[src/rtl/sprite_sched_pkg.sv]
// Shared types and constants for the tear-free sprite update scheduler.
package sprite_sched_pkg;

  localparam int ADDR_W = 6;
  localparam int DATA_W = 16;

  localparam logic [1:0] WR_NONE = 2'b11;
  localparam logic [1:0] WR_16   = 2'b01;

  typedef enum logic [1:0] {
    IDLE  = 2'b00,
    DRAIN = 2'b01,
    DONE  = 2'b10
  } sched_state_t;

  typedef struct packed {
    logic [ADDR_W-1:0] addr;
    logic [DATA_W-1:0] data;
  } sprite_cmd_t;

  localparam int ENTRY_W = $bits(sprite_cmd_t);

endpackage

[src/rtl/sprite_cmd_fifo.sv]
// Synchronous command FIFO holding queued sprite register writes.
module sprite_cmd_fifo
  import sprite_sched_pkg::*;
#(
  parameter int DEPTH = 8,
  parameter int LW    = $clog2(DEPTH) + 1
) (
  input  logic          clk,
  input  logic          rst_n,
  input  logic          push,
  input  logic          pop,
  input  logic          flush,
  input  sprite_cmd_t   din,
  output sprite_cmd_t   dout,
  output logic [LW-1:0] level
);

  localparam int PW = $clog2(DEPTH);

  sprite_cmd_t   mem_r [DEPTH];
  logic [PW-1:0] wr_ptr_r;
  logic [PW-1:0] rd_ptr_r;
  logic [LW-1:0] level_r;
  logic          push_s;
  logic          pop_s;

  // Flush discards both the incoming push and any pop in the same cycle
  assign push_s = push & (level_r != LW'(DEPTH)) & ~flush;
  assign pop_s  = pop & (level_r != {LW{1'b0}}) & ~flush;

  assign dout  = mem_r[rd_ptr_r];
  assign level = level_r;

  // Pointer and occupancy bookkeeping
  always_ff @(posedge clk or negedge rst_n) begin
    if (!rst_n) begin
      wr_ptr_r <= {PW{1'b0}};
      rd_ptr_r <= {PW{1'b0}};
      level_r  <= {LW{1'b0}};
    end else if (flush) begin
      wr_ptr_r <= {PW{1'b0}};
      rd_ptr_r <= {PW{1'b0}};
      level_r  <= {LW{1'b0}};
    end else begin
      if (push_s) wr_ptr_r <= wr_ptr_r + PW'(1'b1);
      if (pop_s)  rd_ptr_r <= rd_ptr_r + PW'(1'b1);
      case ({push_s, pop_s})
        2'b10:   level_r <= level_r + LW'(1'b1);
        2'b01:   level_r <= level_r - LW'(1'b1);
        default: level_r <= level_r;
      endcase
    end
  end

  // Entry storage
  always_ff @(posedge clk) begin
    if (push_s) mem_r[wr_ptr_r] <= din;
  end

endmodule

[src/rtl/tqvp_sprite_update_sched.sv]
// Replays buffered sprite writes to the engine only inside the vsync window,
// muxing direct writes onto the same port whenever no drain is running.
module tqvp_sprite_update_sched
  import sprite_sched_pkg::*;
#(
  parameter int DEPTH = 8,
  parameter int LW    = $clog2(DEPTH) + 1
) (
  input  logic              clk,
  input  logic              rst_n,
  input  logic              enable,
  input  logic              flush,
  input  logic              clr_flags,
  input  logic              irq_en,
  input  logic              vsync,
  input  logic              q_valid,
  output logic              q_ready,
  input  logic [ADDR_W-1:0] q_addr,
  input  logic [DATA_W-1:0] q_data,
  input  logic              dir_valid,
  output logic              dir_ready,
  input  logic [ADDR_W-1:0] dir_addr,
  input  logic [DATA_W-1:0] dir_data,
  output logic [ADDR_W-1:0] eng_address,
  output logic [DATA_W-1:0] eng_data,
  output logic [1:0]        eng_write_n,
  output logic [LW-1:0]     q_level,
  output logic              busy,
  output logic              done_flag,
  output logic              late_flag,
  output logic              irq
);

  sched_state_t      state_r;
  logic [LW-1:0]     remain_r;
  logic              vsync_q_r;
  logic [ADDR_W-1:0] eng_address_r;
  logic [DATA_W-1:0] eng_data_r;
  logic [1:0]        eng_write_n_r;
  logic              busy_r;
  logic              done_flag_r;
  logic              late_flag_r;

  logic [LW-1:0]     level_s;
  sprite_cmd_t       head_s;
  sprite_cmd_t       push_cmd_s;
  logic              push_s;
  logic              pop_s;
  logic              vsync_edge_s;
  logic              start_s;
  logic              dir_accept_s;

  assign vsync_edge_s = vsync & ~vsync_q_r;
  assign start_s      = vsync_edge_s & enable & (level_s != {LW{1'b0}});
  assign q_ready      = (level_s != LW'(DEPTH));
  assign dir_ready    = (state_r != DRAIN);
  assign dir_accept_s = dir_valid & dir_ready;
  assign push_s       = q_valid & q_ready;
  assign pop_s        = (state_r == DRAIN) & vsync & ~flush;
  assign push_cmd_s   = '{addr: q_addr, data: q_data};

  sprite_cmd_fifo #(
    .DEPTH (DEPTH),
    .LW    (LW)
  ) u_fifo (
    .clk   (clk),
    .rst_n (rst_n),
    .push  (push_s),
    .pop   (pop_s),
    .flush (flush),
    .din   (push_cmd_s),
    .dout  (head_s),
    .level (level_s)
  );

  // Scheduler FSM, frame-edge tracking, sticky flags and the registered engine port
  always_ff @(posedge clk or negedge rst_n) begin
    if (!rst_n) begin
      state_r       <= IDLE;
      remain_r      <= {LW{1'b0}};
      vsync_q_r     <= 1'b0;
      eng_address_r <= {ADDR_W{1'b0}};
      eng_data_r    <= {DATA_W{1'b0}};
      eng_write_n_r <= WR_NONE;
      busy_r        <= 1'b0;
      done_flag_r   <= 1'b0;
      late_flag_r   <= 1'b0;
    end else begin
      vsync_q_r     <= vsync;
      eng_write_n_r <= WR_NONE;
      // Clear first so a same-cycle set below takes precedence
      if (clr_flags) begin
        done_flag_r <= 1'b0;
        late_flag_r <= 1'b0;
      end
      if (dir_accept_s) begin
        eng_address_r <= dir_addr;
        eng_data_r    <= dir_data;
        eng_write_n_r <= WR_16;
      end
      if (flush) begin
        state_r  <= IDLE;
        busy_r   <= 1'b0;
        remain_r <= {LW{1'b0}};
      end else begin
        case (state_r)
          IDLE: begin
            if (start_s) begin
              state_r  <= DRAIN;
              busy_r   <= 1'b1;
              remain_r <= level_s;
            end
          end
          DRAIN: begin
            if (!vsync) begin
              late_flag_r <= 1'b1;
              state_r     <= IDLE;
              busy_r      <= 1'b0;
            end else begin
              eng_address_r <= head_s.addr;
              eng_data_r    <= head_s.data;
              eng_write_n_r <= WR_16;
              remain_r      <= remain_r - LW'(1'b1);
              if (remain_r == LW'(1'b1)) begin
                state_r <= DONE;
                busy_r  <= 1'b0;
              end
            end
          end
          DONE: begin
            done_flag_r <= 1'b1;
            state_r     <= IDLE;
          end
          default: begin
            state_r <= IDLE;
            busy_r  <= 1'b0;
          end
        endcase
      end
    end
  end

  assign eng_address = eng_address_r;
  assign eng_data    = eng_data_r;
  assign eng_write_n = eng_write_n_r;
  assign q_level     = level_s;
  assign busy        = busy_r;
  assign done_flag   = done_flag_r;
  assign late_flag   = late_flag_r;
  assign irq         = done_flag_r & irq_en;

endmodule

[config.mk]
export PLATFORM = sky130hd
export DESIGN_NAME = tqvp_sprite_update_sched
export DESIGN_NICKNAME = d
export VERILOG_FILES = /design/src/rtl/sprite_sched_pkg.sv /design/src/rtl/sprite_cmd_fifo.sv /design/src/rtl/tqvp_sprite_update_sched.sv
export SDC_FILE = /design/constraint.sdc
export NUM_CORES = 1
export LEC_CHECK = 0
export BUFFER_PORTS_ARGS = -buffer_cell sky130_fd_sc_hd__clkbuf_2
export CAP_MARGIN = 40
export CORE_AREA = 2 2 177 92
export CTS_CLUSTER_SIZE = 14
export DETAILED_ROUTE_END_ITERATION = 8
export DIE_AREA = 0 0 179 94
export PLACE_DENSITY_LB_ADDON = 0.12
export SLEW_MARGIN = 40
export SYNTH_ARGS = -nofsm -noshare
export SYNTH_HDL_FRONTEND = slang
export SYNTH_SLANG_ARGS = --single-unit
[constraint.sdc]
create_clock -name clk -period 10.2 [get_ports clk]
set_input_delay 2.04 -clock clk [delete_from_list [all_inputs] [get_ports clk]]
set_output_delay 2.04 -clock clk [all_outputs]
set_load 0.03 [all_outputs]
# [Word-level counts from Yosys, hierarchy flattened]
# Memory sizes are Yosys's and may differ from the RTL's.
# Cells that the tools add are included.
[totals] reg_bits=44 latch_bits=0 ram_bits=176 mem_bits_ro=0 inputBits=53 out_inout_bits=34 wordCells=93 memories=1
[memory_table] memory="u_fifo.mem_r" words=8 word_bits=22 read_ports=1 rd_ports_with_merged_regs=0 write_ports=1 line="sprite_cmd_fifo.sv:20" rtl="sprite_cmd_t mem_r [DEPTH];"
[op_classes] n_addsub=5 n_mul=0 div_mod_pow=0 n_lt_le_gt_ge=0 n_eq_ne=11 shift=0 muxes=41 bitwise=14 reduce_logical=9
[op_table] cell="two-way mux 16 bit" count=4
[op_table] cell="two-way mux 6 bit" count=4
[op_table] cell="two-way mux 2 bit" count=8
[op_table] cell="two-way mux 4 bit" count=4
[op_table] cell="case mux 4 bit (2 select lines)" count=2
[op_table] cell="two-way mux 1 bit" count=13
[op_table] cell="bitwise AND 1 bit" count=12
[op_table] cell="two-way mux 3 bit" count=4
[op_table] cell="subtractor 4 x 1 -> 4 bit, second input constant" count=2
[op_table] cell="adder 3 x 1 -> 3 bit, second input constant" count=2
[op_table] cell="!= test 3 bit, second input constant" count=2
[op_table] cell="AND reduction 3 bit" count=2
[op_table] cell="nonzero test 3 bit" count=2
[op_table] cell="adder 4 x 1 -> 4 bit, second input constant" count=1
[op_table] cell="equality test 2 x 1 -> 1 bit, second input constant" count=2
[op_table] cell="equality test 2 bit, second input constant" count=2
[op_table] cell="equality test 4 x 1 -> 1 bit, second input constant" count=1
[op_table] cell="!= test 4 x 3 -> 1 bit, second input constant" count=1
[op_table] cell="!= test 4 bit, second input constant" count=1
[op_table] cell="case mux 2 bit (2 select lines)" count=1
[op_table] cell="nonzero test 2 bit" count=2
[op_table] cell="nonzero test 4 bit" count=1
[op_table] cell="case mux 1 bit (3 select lines)" count=1
[op_table] cell="zero test 2 bit" count=1
[op_table] cell="other kinds (4)" count=5

# [Longest topological paths before layout]
[depth] depth_word=8 ltp_mapped=11

# [Modules after synthesis]
# A second synthesis with hierarchy kept.
[hier_totals] hier_cells=489 hier_area_um2=8841.0
[by_module_without_submodules] module="sprite_cmd_fifo" instances=1 cells_per_inst=329 area_each_um2=7249.5 seq_area_each_um2=5535.3
[by_module_without_submodules] module="tqvp_sprite_update_sched" instances=1 cells_per_inst=160 area_each_um2=1591.5 seq_area_each_um2=827.0

# [Worst setup path before layout]
# Ideal clock, no wire load.
[synth_timing] path_kind="in2reg" from="input port q_valid" to="memory u_fifo.mem_r[0][0] (netlist name), enable pin" t_arrival_ns=4.350 path_slack_ns=5.421 cell_stages=4 path_cell_list="clkbuf_1 nand2_1 or3_1 nor3_1"
[synth_between] elab_chain_cells=5
[synth_lines] item="start, declared" line="tqvp_sprite_update_sched.sv:16" rtl="input logic q_valid,"
[synth_lines] item="bitwise AND 1 bit" line="tqvp_sprite_update_sched.sv:58" rtl="assign push_s = q_valid & q_ready;"
[synth_lines] item="bitwise AND 1 bit (2 in a row)" line="sprite_cmd_fifo.sv:28" rtl="assign push_s = push & (level_r != LW'(DEPTH)) & ~flush;"
[synth_lines] item="two-way mux 1 bit" line="sprite_cmd_fifo.sv:57" rtl="if (push_s) mem_r[wr_ptr_r] <= din;"
[synth_lines] item="two-way mux 1 bit (implied by the code)" line="sprite_cmd_fifo.sv:57"
[synth_lines] item="end, declared" line="sprite_cmd_fifo.sv:20"
# No other way between the ends.

# [Final worst setup path]
[layout_timing] from="input port irq_en" to="output port irq"
[layout_between] elab_chain_cells=1
[layout_lines] item="start, declared" line="tqvp_sprite_update_sched.sv:14" rtl="input logic irq_en,"
[layout_lines] item="bitwise AND 1 bit" line="tqvp_sprite_update_sched.sv:150" rtl="assign irq = done_flag_r & irq_en;"
[layout_lines] item="end, declared" line="tqvp_sprite_update_sched.sv:31" rtl="output logic irq"
# No other way between the ends.

==> metrics.md <==
| Metric | Value |
|---|---|
| Status | `complete, no violations` |
| Most used cell, CP | `clkbuf_2` |
| Die H | `94 um` |
| Remaining Overflow, GRT | `0` |
| Clock Tree Buf Depth | `3` |
| Max Slew Vio Count | `0` |
| Layout fillers | `1083` |
| Initial antenna violation count | `0` |
| Wire per inst | `22.8 um` |
| CTS sink cnt | `219` |
| CTS tree | `yes` |
| Vias | `4635` |
| First-pass GRT wire length | `27.1 mm` |
| Row cnt | `32` |
| CP required | `8.16 ns` |
| Largest family of logic cells by synthesized area | `multiplexers` |
| First-pass iteration count of the detailed router | `4` |
| Complex-gate fraction of the synthesized area | `7.73%` |
| Syn Nets | `516` |
| Final hold viol count | `0` |
| Critical path origin | `irq_en` |
| Number of synthesized flops with an enable pin | `176` |
| Synth area leaders | `edfxtp_1, dfrtp_1, mux4_2` |
| Cells after synthesis | `458` |
| # port buffers | `85` |
| Post-CTS resize count | `0` |
| Maxcap violations | `0` |
| Crit Path Max Fanout | `1` |
| Total CTS buffers | `20` |
| Synth Area in XOR/XNOR | `0.705%` |
| Met2 Resource Use GR | `34.5%` |
| Register bit total from synthesis | `219` |
| Flop pwr share | `53.6%` |
| Largest net degree at the start of global routing | `47` |
| Worst slew pin tran | `0.795 ns` |
| Count leader, synth | `edfxtp_1` |
| Leak | `3.40 nW` |
| Crit path time final | `4.45 ns` |
| Antenna Nets Post-Route | `0` |
| Full die area | `16800 um2` |
| Post-synth top area share | `60.8%` |
| Synth unique cells | `50` |
| Hold Path Class | `reg2reg` |
| Sw power | `0.442 mW` |
| Diode count | `0` |
| Crit end category | `primary output` |
| Tot GR Track Use | `22.0%` |
| Die Wd | `179 um` |
| H-tree levels | `1` |
| Post-placement cell count | `726` |
| Synth warnings | `0` |
| M1 GR Usage | `32.7%` |
| Cts hold-fix bufs | `0` |
| Top cells by count, synth | `edfxtp_1, mux4_2, dfrtp_1, o22a_1, o221a_2` |
| Switching Share | `23.2%` |
| Max transition margin | `46.9%` |
| Top FF cell, synth | `edfxtp_1` |
| Setup Crit Path Kind | `in2out` |
| Highest clock rate | `0.225 GHz` |
| Asr flop ratio synth | `19.6%` |
| Combinational group share of total power | `9.5%` |
| Final Non-Filler Cells | `763` |
| M3 GR Usage | `4.21%` |
| Io pins | `87` |
| Clock latency on the worst-skew pair | `0.49 ns` |
| CP max-delay cell | `clkbuf_2` |
| Most Crowded Layer GR | `met2` |
| Multiplexer share of the synthesized area | `11.5%` |
| Nets | `603` |
| Final Skew | `0.0139 ns` |
| Critical R2R Launch | `state_r[0]` |
| Peak VDD IR | `0.100 mV` |
| Sequential area share after synthesis | `73.2%` |
| # DRC | `0` |
| Pwr dens | `191 nW/um2` |
| Post-Syn Area per Cell | `19.0 um2` |
| Core area | `15200 um2` |
| Largest area contributor in the netlist | `edfxtp_1` |
| Starting Density | `57.3%` |
| Final HPWL DP | `9.66 mm` |
| CP peak stage delay | `0.17 ns` |
| Part of the power in the clock network | `36.9%` |
| Clk slew on worst S/H paths | `0.06 ns` |
| Layout cells sized above 1 | `36.9%` |
| Detailed-route wire length | `17.4 mm` |
| Setup TNS | `0 ns` |
| Hold path start | `busy` |
| Synth Cell Area | `8700 um2` |
| Final setup fails | `0` |
| DRT iter0 DRCs | `330` |
| Internal power | `1.46 mW` |
| Cell Chain, Critical Path | `clkbuf_2, and2_1, clkbuf_2` |
| Synth Area in Simple Gates | `4.01%` |
| Worst Setup Start Kind | `input port` |
| Vias in the first global route | `4817` |
| Critical path data arrival time | `2.41 ns` |
| Adder-cell share of the synthesized area | `0.719%` |
| RSZ-0062 raised after global routing | `false` |
| Root Buffer Master | `clkbuf_16` |
| Final GP Congestion | `0.790` |
| Setup Fix Bufs, Post-CTS | `0` |
| Syn-to-layout area delta | `14.7%` |
| Drt via density | `6.07` |
| Post-Route Utilization | `65.7%` |
| Fin crit share | `43.6%` |
path summary, 6_finish.rpt:
path	end	slack, ns	depth (start not counted)
hold reg to reg	busy	0.51	1
min in group asynchronous	u_fifo.level[2]	1.65	2
setup reg to reg	eng_data[5]	7.52	5
max in group asynchronous	u_fifo.rd_ptr_r[0]	8.10	2
setup / recovery	irq	5.75	3
hold / removal	busy	0.51	1
registers in the layout (all words and copies together) (netlist names), 2 cells and up:
signal and count:
u_fifo.level 4, u_fifo.wr_ptr_r 3, eng_data 16, u_fifo.rd_ptr_r 3, u_fifo.mem_r 176, remain_r 4
state_r 2, eng_address 6
worst max-delay path: cells and delay by family:
family                 cells  cell delay, ns
buffers and inverters      2            0.25
and+or+nand+nor            1            0.12
cell usage in the layout, fill, tap and decap left out, types with 3 or more instances in the layout:
master	count
buf_4	9
o22a_1	24
clkbuf_1	10
xor2_1	4
clkbuf_2	85
or3_1	4
nand2_1	12
mux4_2	44
nor3_1	3
nand3_1	4
ha_1	5
nand2_2	3
nor2_2	4
o221a_2	22
inv_1	7
a21oi_1	6
nand2b_1	4
o21ai_1	4
xnor2_1	3
clkbuf_16	20
edfxtp_1	176
nor2_1	15
clkinv_1	3
dfrtp_1	40
kinds of logic after synthesis:
group                    Yosys count
AO/OA/AOI/OAI                     74
XOR/XNOR                           7
adder cells (fa/ha/maj)            5
buffers and inverters             40
flip-flops                       219
multiplexers                      45
other                              1
AND/OR/NAND/NOR                   67
routing by layer:
| layer | part of all wire [%] | up-vias |
|---|---|---|
| li1 | - | 2055 |
| met1 | 47 | 2408 |
| met2 | 46 | 148 |
| met3 | 5.5 | 24 |
| met4 | 1.6 | 0 |
| met5 | 0 | - |
power by group through the flow:
stage               clock network (mW)  logic [mW]  registers (mW)
floorplan                            0      0.0999            1.06
global placement                     0       0.177            1.04
detailed placement                   0       0.181            1.04
CTS                              0.721       0.182            1.02
global route                     0.757       0.198            1.02
finish                           0.703       0.180            1.02
per-stage QoR:
step	total power, mW	instance area [um2]	hold WS, ns	setup slack, ns
2_1_floorplan	1.16	8700	0.513	5.42
3_3_place_gp	1.22	9340	0.488	5.71
3_5_place_dp	1.22	9350	0.504	5.65
4_1_cts	1.92	9960	0.518	5.75
5_1_grt	1.98	9970	0.525	5.71
6_report	1.90	9970	0.505	5.75
cell type report:
type,count,area (um2),area share (%)
sequential,219,6360,63.8
tap,204,255,2.56
clock buffer,31,552,5.53
multi-input combinational,199,2190,22.0
inverter,9,33.8,0.339
clock inverter,5,57.6,0.577
timing repair buffer,96,519,5.21
No activity file was read; power rests on OpenSTA's default activity.
